## config.mk

```make
export PLATFORM = sky130hd
export DESIGN_NAME = mem_arbiter_ctrl
export DESIGN_NICKNAME = d
export VERILOG_FILES = /design/src/rtl/mem_arbiter_ctrl_pkg.sv /design/src/rtl/mem_arbiter_ctrl_lat_counter.sv /design/src/rtl/mem_arbiter_ctrl.sv
export SDC_FILE = /design/constraint.sdc
export NUM_CORES = 1
export LEC_CHECK = 0
export CORE_ASPECT_RATIO = 0.6
export CORE_MARGIN = 3
export CORE_UTILIZATION = 25
export DETAILED_ROUTE_END_ITERATION = 7
export HOLD_SLACK_MARGIN = 0.03
export PLACE_DENSITY_LB_ADDON = 0.2
export SLEW_MARGIN = 5
export SYNTH_ARGS = -nofsm -noshare
export SYNTH_HDL_FRONTEND = slang
export SYNTH_SLANG_ARGS = --single-unit
export TNS_END_PERCENT = 100
```

## constraint.sdc

```tcl
create_clock -name clk -period 2 [get_ports clk]
set_clock_uncertainty 0.2 [all_clocks]
set_input_delay 0.2 -clock clk [delete_from_list [all_inputs] [get_ports clk]]
set_output_delay 0.2 -clock clk [all_outputs]
set_load 0.01 [all_outputs]
```

## src/rtl/mem_arbiter_ctrl_pkg.sv

```systemverilog
// Shared definitions for the fetch/data memory arbiter: FSM state encodings,
// grantee identifiers and a counter sizing helper.
package mem_arbiter_ctrl_pkg;

   typedef enum logic [1:0] {
      ST_IDLE    = 2'b00,
      ST_BUSY_IF = 2'b01,
      ST_BUSY_D  = 2'b10,
      ST_HALTED  = 2'b11
   } state_e;

   typedef enum logic {
      GRANT_IF = 1'b0,
      GRANT_D  = 1'b1
   } grant_e;

   // Down-counter width able to hold MEM_LAT-1 (at least one bit).
   function automatic int cnt_width(input int lat);
      return (lat > 1) ? $clog2(lat) : 1;
   endfunction

endpackage

```

## src/rtl/mem_arbiter_ctrl_lat_counter.sv

```systemverilog
// Loadable access-latency down-counter: loads MEM_LAT-1 on grant, counts
// down while the access is in flight and flags zero on the final cycle.
module mem_arbiter_ctrl_lat_counter #(
   parameter int MEM_LAT = 4
) (
   input  logic clk,
   input  logic rst,
   input  logic load_i,
   input  logic dec_i,
   output logic zero_o
);
   import mem_arbiter_ctrl_pkg::*;

   localparam int            CW       = cnt_width(MEM_LAT);
   localparam logic [CW-1:0] LOAD_VAL = CW'(MEM_LAT - 1);

   logic [CW-1:0] cnt_q;
   logic [CW-1:0] cnt_d;

   // Next count: load wins over decrement, and the count saturates at zero.
   always_comb begin
      cnt_d = cnt_q;
      if (load_i) begin
         cnt_d = LOAD_VAL;
      end else if (dec_i && (cnt_q != {CW{1'b0}})) begin
         cnt_d = cnt_q - CW'(1);
      end else begin
         cnt_d = cnt_q;
      end
   end

   // Count register.
   always_ff @(posedge clk) begin
      if (rst) begin
         cnt_q <= {CW{1'b0}};
      end else begin
         cnt_q <= cnt_d;
      end
   end

   assign zero_o = (cnt_q == {CW{1'b0}});

endmodule

```

## src/rtl/mem_arbiter_ctrl.sv

```systemverilog
// Shared multi-cycle memory sequencer: arbitrates instruction fetch against
// data access with alternating priority, and shuts down on halt or misalignment.
module mem_arbiter_ctrl #(
   parameter int MEM_LAT = 4,
   parameter int AW      = 16,
   parameter int DW      = 16
) (
   input  logic          clk,
   input  logic          rst,
   input  logic          if_req,
   input  logic [AW-1:0] if_addr,
   output logic [DW-1:0] if_rdata,
   output logic          if_done,
   input  logic          d_req,
   input  logic          d_wr,
   input  logic [AW-1:0] d_addr,
   input  logic [DW-1:0] d_wdata,
   output logic [DW-1:0] d_rdata,
   output logic          d_done,
   input  logic          halt,
   output logic          mem_en,
   output logic          mem_wr,
   output logic [AW-1:0] mem_addr,
   output logic [DW-1:0] mem_wdata,
   input  logic [DW-1:0] mem_rdata,
   output logic          stall,
   output logic          halted,
   output logic          err
);
   import mem_arbiter_ctrl_pkg::*;

   state_e        state_q, state_d;
   grant_e        last_grant_q, last_grant_d;
   logic [AW-1:0] addr_q, addr_d;
   logic [DW-1:0] wdata_q, wdata_d;
   logic          wr_q, wr_d;
   logic [DW-1:0] if_rdata_q, if_rdata_d;
   logic [DW-1:0] d_rdata_q, d_rdata_d;
   logic          if_done_q, if_done_d;
   logic          d_done_q, d_done_d;
   logic          err_q, err_d;
   logic          load_s, dec_s, cnt_zero_s;
   logic          elig_if_s, elig_d_s, pick_d_s, busy_s;
   logic [AW-1:0] sel_addr_s;

   // A requester whose done is pulsing this cycle is not re-granted.
   assign elig_if_s  = if_req & ~if_done_q;
   assign elig_d_s   = d_req & ~d_done_q;
   assign pick_d_s   = elig_d_s & (~elig_if_s | (last_grant_q == GRANT_IF));
   assign sel_addr_s = pick_d_s ? d_addr : if_addr;
   assign busy_s     = (state_q == ST_BUSY_IF) || (state_q == ST_BUSY_D);

   mem_arbiter_ctrl_lat_counter #(.MEM_LAT(MEM_LAT)) u_lat_counter (
      .clk    (clk),
      .rst    (rst),
      .load_i (load_s),
      .dec_i  (dec_s),
      .zero_o (cnt_zero_s)
   );

   // Arbiter FSM: grant, latch request, run access, publish completion.
   always_comb begin
      state_d      = state_q;
      last_grant_d = last_grant_q;
      addr_d       = addr_q;
      wdata_d      = wdata_q;
      wr_d         = wr_q;
      if_rdata_d   = if_rdata_q;
      d_rdata_d    = d_rdata_q;
      if_done_d    = 1'b0;
      d_done_d     = 1'b0;
      err_d        = err_q;
      load_s       = 1'b0;
      dec_s        = 1'b0;
      case (state_q)
         ST_IDLE: begin
            if (halt) begin
               state_d = ST_HALTED;
            end else if (elig_if_s || elig_d_s) begin
               if (sel_addr_s[0]) begin
                  err_d   = 1'b1;
                  state_d = ST_HALTED;
               end else begin
                  load_s       = 1'b1;
                  last_grant_d = pick_d_s ? GRANT_D : GRANT_IF;
                  addr_d       = sel_addr_s;
                  wdata_d      = pick_d_s ? d_wdata : {DW{1'b0}};
                  wr_d         = pick_d_s & d_wr;
                  state_d      = pick_d_s ? ST_BUSY_D : ST_BUSY_IF;
               end
            end else begin
               state_d = ST_IDLE;
            end
         end
         ST_BUSY_IF, ST_BUSY_D: begin
            if (cnt_zero_s) begin
               if (state_q == ST_BUSY_IF) begin
                  if_rdata_d = mem_rdata;
                  if_done_d  = 1'b1;
               end else begin
                  d_rdata_d = wr_q ? {DW{1'b0}} : mem_rdata;
                  d_done_d  = 1'b1;
               end
               state_d = halt ? ST_HALTED : ST_IDLE;
            end else begin
               dec_s = 1'b1;
            end
         end
         ST_HALTED: begin
            state_d = ST_HALTED;
         end
         default: begin
            state_d = ST_IDLE;
         end
      endcase
   end

   // State, request latches and output registers.
   always_ff @(posedge clk) begin
      if (rst) begin
         state_q      <= ST_IDLE;
         last_grant_q <= GRANT_IF;
         addr_q       <= {AW{1'b0}};
         wdata_q      <= {DW{1'b0}};
         wr_q         <= 1'b0;
         if_rdata_q   <= {DW{1'b0}};
         d_rdata_q    <= {DW{1'b0}};
         if_done_q    <= 1'b0;
         d_done_q     <= 1'b0;
         err_q        <= 1'b0;
      end else begin
         state_q      <= state_d;
         last_grant_q <= last_grant_d;
         addr_q       <= addr_d;
         wdata_q      <= wdata_d;
         wr_q         <= wr_d;
         if_rdata_q   <= if_rdata_d;
         d_rdata_q    <= d_rdata_d;
         if_done_q    <= if_done_d;
         d_done_q     <= d_done_d;
         err_q        <= err_d;
      end
   end

   assign mem_en    = busy_s;
   assign mem_wr    = (state_q == ST_BUSY_D) & wr_q;
   assign mem_addr  = busy_s ? addr_q : {AW{1'b0}};
   assign mem_wdata = (state_q == ST_BUSY_D) ? wdata_q : {DW{1'b0}};
   assign if_rdata  = if_rdata_q;
   assign if_done   = if_done_q;
   assign d_rdata   = d_rdata_q;
   assign d_done    = d_done_q;
   assign halted    = (state_q == ST_HALTED);
   assign err       = err_q;
   assign stall     = (if_req & ~if_done_q) | (d_req & ~d_done_q) | halted;

endmodule

```

### Yosys cells after proc, flatten, opt, wreduce, memory -nomap -nowiden

Index checks and enable logic that the tools add are counted.

| storage, ports and cells | value |
|---|---|
| input port bits | 70 |
| output and inout port bits | 71 |
| flip-flop bits (word level) | 72 |
| logic and storage cells | 69 |

| cells by class | value |
|---|---|
| multiplexer cells | 23 |
| add/subtract/negate cells | 1 |
| reductions and logical operators | 13 |
| eq/ne operators | 4 |
| bitwise operators | 17 |

Operator list:

| operator | number |
|---|---|
| two-way mux 16 bit | 5 |
| two-way mux 2 bit | 8 |
| two-way mux 1 bit | 9 |
| NOT 1 bit | 9 |
| AND reduction 4 bit | 2 |
| case mux 2 bit (3 select lines) | 1 |
| AND reduction 3 bit | 2 |
| AND 1 bit | 5 |
| == test 2 bit (second input constant) | 2 |
| logical NOT 2 bit | 2 |
| nonzero test 2 bit | 2 |
| OR 1 bit | 3 |
| OR reduction 3 bit | 1 |
| == test 2 x 1 -> 1 bit (second input constant) | 1 |
| logical OR 1 bit | 2 |
| != test 2 bit (second input constant) | 1 |
| OR reduction 2 bit | 1 |
| subtractor 2 x 1 -> 2 bit (second input constant) | 1 |
| logical AND 1 bit | 1 |

### Longest topological paths before layout

| logic depth | value |
|---|---|
| depth in word-level cells | 11 |
| depth in mapped cells | 8 |
| gate-level depth less buffers | 6 |

### Modules after synthesis

From an unflattened synthesis, not the netlist that was laid out.

| second synthesis, totals | value |
|---|---|
| cell total of the unflattened synthesis | 314 |
| area, all modules | 3056.7 µm² |

By module, submodules not included:

| module | sequential area each (µm²) | area each (µm²) | cells an instance | times used |
|---|---|---|---|---|
| mem_arbiter_ctrl | 1401.3 | 2941.6 | 302 | 1 |
| mem_arbiter_ctrl_lat_counter | 40.0 | 115.1 | 12 | 1 |

### Worst setup path before layout

No wires, ideal clock.

| timing | value |
|---|---|
| path type | register to register |
| start point | register state_q[0] |
| end point | register d_rdata_q[10], in the netlist d_rdata[10] |
| arrival | 1.805 ns |
| setup slack | -0.063 ns |
| required time | 1.741 ns |
| clock period less this slack | 2.063 ns |
| library setup time | 0.059 ns |
| stages on the path, launching flop included | 9 |
| buffers on the path | 2 |
| cells stage by stage | dfxtp_1 > inv_1 > ha_1 > buf_2 > nand2_1 > nor2_1 > nor2_1 > clkbuf_1 > a22o_1 |

| on the way | value |
|---|---|
| longest elaborated chain between the ends | 3 |
| elaborated cells on any way between the ends | 5 |
| those cells by class | 2 x eq/ne; 1 x bitwise; 2 x reduce/logical |

RTL lines:

| what | line | source |
|---|---|---|
| start: declaration | mem_arbiter_ctrl.sv:32 | `state_e state_q, state_d;` |
| start signal: assignment | mem_arbiter_ctrl.sv:132 | `state_q <= state_d;` |
| == test 2 bit / == test 2 x 1 -> 1 bit (equally long branches) | mem_arbiter_ctrl.sv:75, mem_arbiter_ctrl.sv:97 |  |
| OR reduction 2 bit / NOT 1 bit (equally long branches) | -- |  |
| AND reduction 3 bit (no line) (*) | -- |  |
| end signal: assignment | mem_arbiter_ctrl.sv:127 | `d_rdata_q <= {DW{1'b0}};` |
| end signal: assignment | mem_arbiter_ctrl.sv:138 | `d_rdata_q <= d_rdata_d;` |
| end: declaration | mem_arbiter_ctrl.sv:38 | `logic [DW-1:0] d_rdata_q, d_rdata_d;` |

Mark *: on every way between the ends. The rest lies on a longest branch, timed or not.
A chain may end at the register's enable or synchronous reset.

### Final worst setup path

| timing | value |
|---|---|
| start point | register state_q[1] |
| end point | output port mem_wdata[13] |

| on the way | value |
|---|---|
| longest elaborated chain between the ends | 2 |

RTL lines:

| what | line | source |
|---|---|---|
| == test 2 bit | mem_arbiter_ctrl.sv:148 | `assign mem_wdata = (state_q == ST_BUSY_D) ? wdata_q : {DW{1'b0}};` |
| two-way mux 16 bit | mem_arbiter_ctrl.sv:148 |  |
| end: declaration | mem_arbiter_ctrl.sv:24 | `output logic [DW-1:0] mem_wdata,` |

No other way between the ends.

==> impl_metrics.tcl <==
set metrics [dict create \
    h-tree-depth 3 \
    ys_ff_latch 72 \
    synth_cells 322 \
    p_leak_nw 2.05 \
    grt_max_degree 20 \
    critical_path_class "reg -> out" \
    final_cell_area_mm2 0.00520 \
    synthTopCellsByArea "dfxtp_1, a22o_1, and2_1" \
    r2r_start "state_q[0]$_SDFFE_PP0P_" \
    r2r-end "d_rdata[9]$_SDFFE_PP0P_" \
    worstMarginPinSlew_ns 0.526 \
    drt_pass1_iterations 4 \
    p_sw_mw 2.09 \
    path_clk_slew_ns 0.06 \
    p_clk_share_pct 27.0 \
    ys_types 41 \
    regToRegSetupSlack_ns 0.15 \
    placementRows 30 \
    cts_root_buffer "clkbuf_16" \
    grt_pass1_wl_um 15500 \
    ant_nets 0 \
    yosysTopAreaCell "dfxtp_1" \
    initial_utilization_pct 26.5 \
    drc 0 \
    period_share_pct 98.0 \
    wl_per_cell_um 15.6 \
    critPathCaptureType "primary output" \
    syn_area_per_cell_um2 9.65 \
    drv_cap 0 \
    yosys_warnings 0 \
    cts_sinks 72 \
    drt_iter0_markers 110 \
    hold_viol_final 0 \
    power.total_mw 6.38 \
    clk_latency_ns 0.33 \
    yosysSeqAreaShare_pct 46.4 \
    switching_share_pct 32.9 \
    placed_area_mm2 0.00482 \
    synthesis.area_mm2 0.00311 \
    critPathRequiredTime_ns 1.60 \
    max-slew-margin-rel_pct 64.9 \
    hold_start "if_addr[10]" \
    fin_setup_tns_ns 0 \
    synth_edf_count 0 \
    crit_start "state_q[1]$_SDFFE_PP0P_" \
    synthesis.nets 397 \
    grt_remaining_overflow 0 \
    vias 2956 \
    setup_viol 0 \
    power_density_mw_per_mm2 1230 \
    clock.fmax_mhz 510 \
    fin_nets 550 \
    cts_inserted_buffers 9 \
    synth_top_area_share_pct 46.4 \
    dp_hpwl_um 7120 \
    p_seq_share_pct 30.6 \
    outcome "completed" \
    vdd_drop_max_v 0.000471 \
    area_growth_pct 67.3 \
    intPower_mw 4.28 \
    final_layout_size_suffix_gt1_share_pct 17.9 \
    die_h_um 92.4 \
    grt_use_total_pct 14.3 \
    grt_pass1_vias 2993 \
    arrival_ns 1.56 \
    finalCriticalPeriod_ns 1.96 \
    cp-endpoint "mem_wdata[13]" \
    ios 141 \
    min_path_type "in -> reg" \
    final_util_pct 44.4 \
    yosysMostFrequentCell "dfxtp_1" \
    cts_tree "yes" \
    antenna_found_initial 0 \
    reg2regPathDepth 8 \
    dieWidth_um 150 \
    synthArstFlopShare_pct 0 \
    path_max_fanout 9 \
    core_mm2 0.0117 \
    cts_buffer_depth 2 \
    io_buffer_count 139 \
    netlist_top_cells_count "dfxtp_1, nand2_1, a22o_1" \
    wirelength_um 9960 \
    synth_ff_type "dfxtp_1" \
    place_congestion 0.771 \
    n_antenna_cell 0 \
    start_kind "flop" \
    hold_slack_ns 0.251 \
    dieArea_mm2 0.0138 \
    combPwrFrac_pct 42.4 \
    via_per_inst 4.62 \
    slew_violations 0 \
]
-- worst max-delay path: stages, from the launching register on --
cell and delay, ns:
dfxtp_4 0.34, buf_4 0.14, ha_4 0.15, buf_4 0.16
and2_1 0.15, dlygate4sd2_1 0.28
-- repair_timing --
| action | CTS | global route |
|---|---|---|
| hold buffers | 1 | 0 |
| resized for setup | 68 | 18 |
| hold endpoints to repair | 1 | 0 |
| pin swaps | 0 | 1 |
| setup buffers | 2 | 1 |
| endpoints found under the setup margin | 51 | 15 |
| cloned | 0 | 1 |
-- worst min path at each step --
stage                                      endpoint  slack [ns]  cells past startpoint
after floorplan            d_rdata[10]$_SDFFE_PP0P_        0.13                      1
after global routing        addr_q[10]$_SDFFE_PP0P_        0.26                      3
after global placement     if_rdata[5]$_SDFFE_PP0P_        0.24                      2
final                       addr_q[10]$_SDFFE_PP0P_        0.25                      3
after CTS                   addr_q[10]$_SDFFE_PP0P_        0.23                      3
after detailed placement  if_rdata[11]$_SDFFE_PP0P_        0.25                      2
-- final cells by class --
type,count,area (µm²)
clock buffer,10,229
clock inverter,6,92.6
fill,1169,6510
inverter,5,18.8
multi-input combinational,218,1540
sequential,72,1450
tap,160,200
timing repair buffer,169,1680
-- per-stage QoR --
stage          setup WS (ns)  instances
5_1_grt            -0.000645        640
6_report              0.0404        640
4_1_cts              0.00281        638
2_1_floorplan         0.0466        322
3_5_place_dp          -0.124        619
3_3_place_gp         -0.0763        619
-- per-layer routing --
metal | vias up | GRT usage (%) | part of all wire, %
li1 | 1465 | - | -
met1 | 1356 | 20.0 | 50
met2 | 124 | 20.4 | 41
met3 | 11 | 5.18 | 8.6
met4 | 0 | 4.34 | 0.95
met5 | - | 0 | 0
-- power by group through the flow --
stage               registers [mW]  logic, mW  clock network (mW)
floorplan                     2.04       1.19                   0
global placement              1.96       2.50                   0
detailed placement            1.97       2.52                   0
CTS                           1.95       2.58                1.77
global route                  1.99       2.93                1.83
finish                        1.95       2.70                1.72
-- cell families (layout without fill, tap and decap cells) --
group | Yosys count | after routing | synth area share (%)
DFF | 72 | 72 | 46.4
other | 1 | 1 | 0.121
and+or+nand+nor | 118 | 118 | 20.5
xor gates and xnor gates | 1 | 1 | 0.282
adders and majority gates | 5 | 5 | 2.01
buffers and inverters | 32 | 190 | 5.60
AOI/OAI and AO/OA | 93 | 93 | 25.1
-- sequential cells by signal (all words and copies together), names as in the netlist --
signal	flops
d_rdata	16
d_done	1
if_done	1
last_grant_q	1
if_rdata	16
u_lat_counter.cnt_q	2
err	1
wr_q	1
state_q	2
addr_q	15
wdata_q	16
-- cells in the final DEF, fill, tap and decap left out, types with 2 or more instances in the layout --
cell,Yosys,routed
ha_1,5,3
dfxtp_1,72,70
nand2_1,51,51
nand3_1,17,17
clkinvlp_4,0,2
a22o_1,34,34
inv_2,0,2
bufinv_16,0,2
nor2b_1,2,2
clkbuf_2,0,5
inv_1,5,3
and3_1,2,2
a31oi_1,15,15
a21oi_1,18,18
clkbuf_16,0,10
clkdlybuf4s15_1,0,9
buf_2,4,4
a311oi_1,5,5
dlygate4sd2_1,0,13
and2_1,32,31
clkdlybuf4s50_1,0,103
nor2_1,3,2
clkdlybuf4s15_2,0,5
a311oi_2,10,10
a221oi_1,3,3
buf_12,0,7
buf_4,1,20
ha_4,0,2
Power figures use the tool's default switching activity.
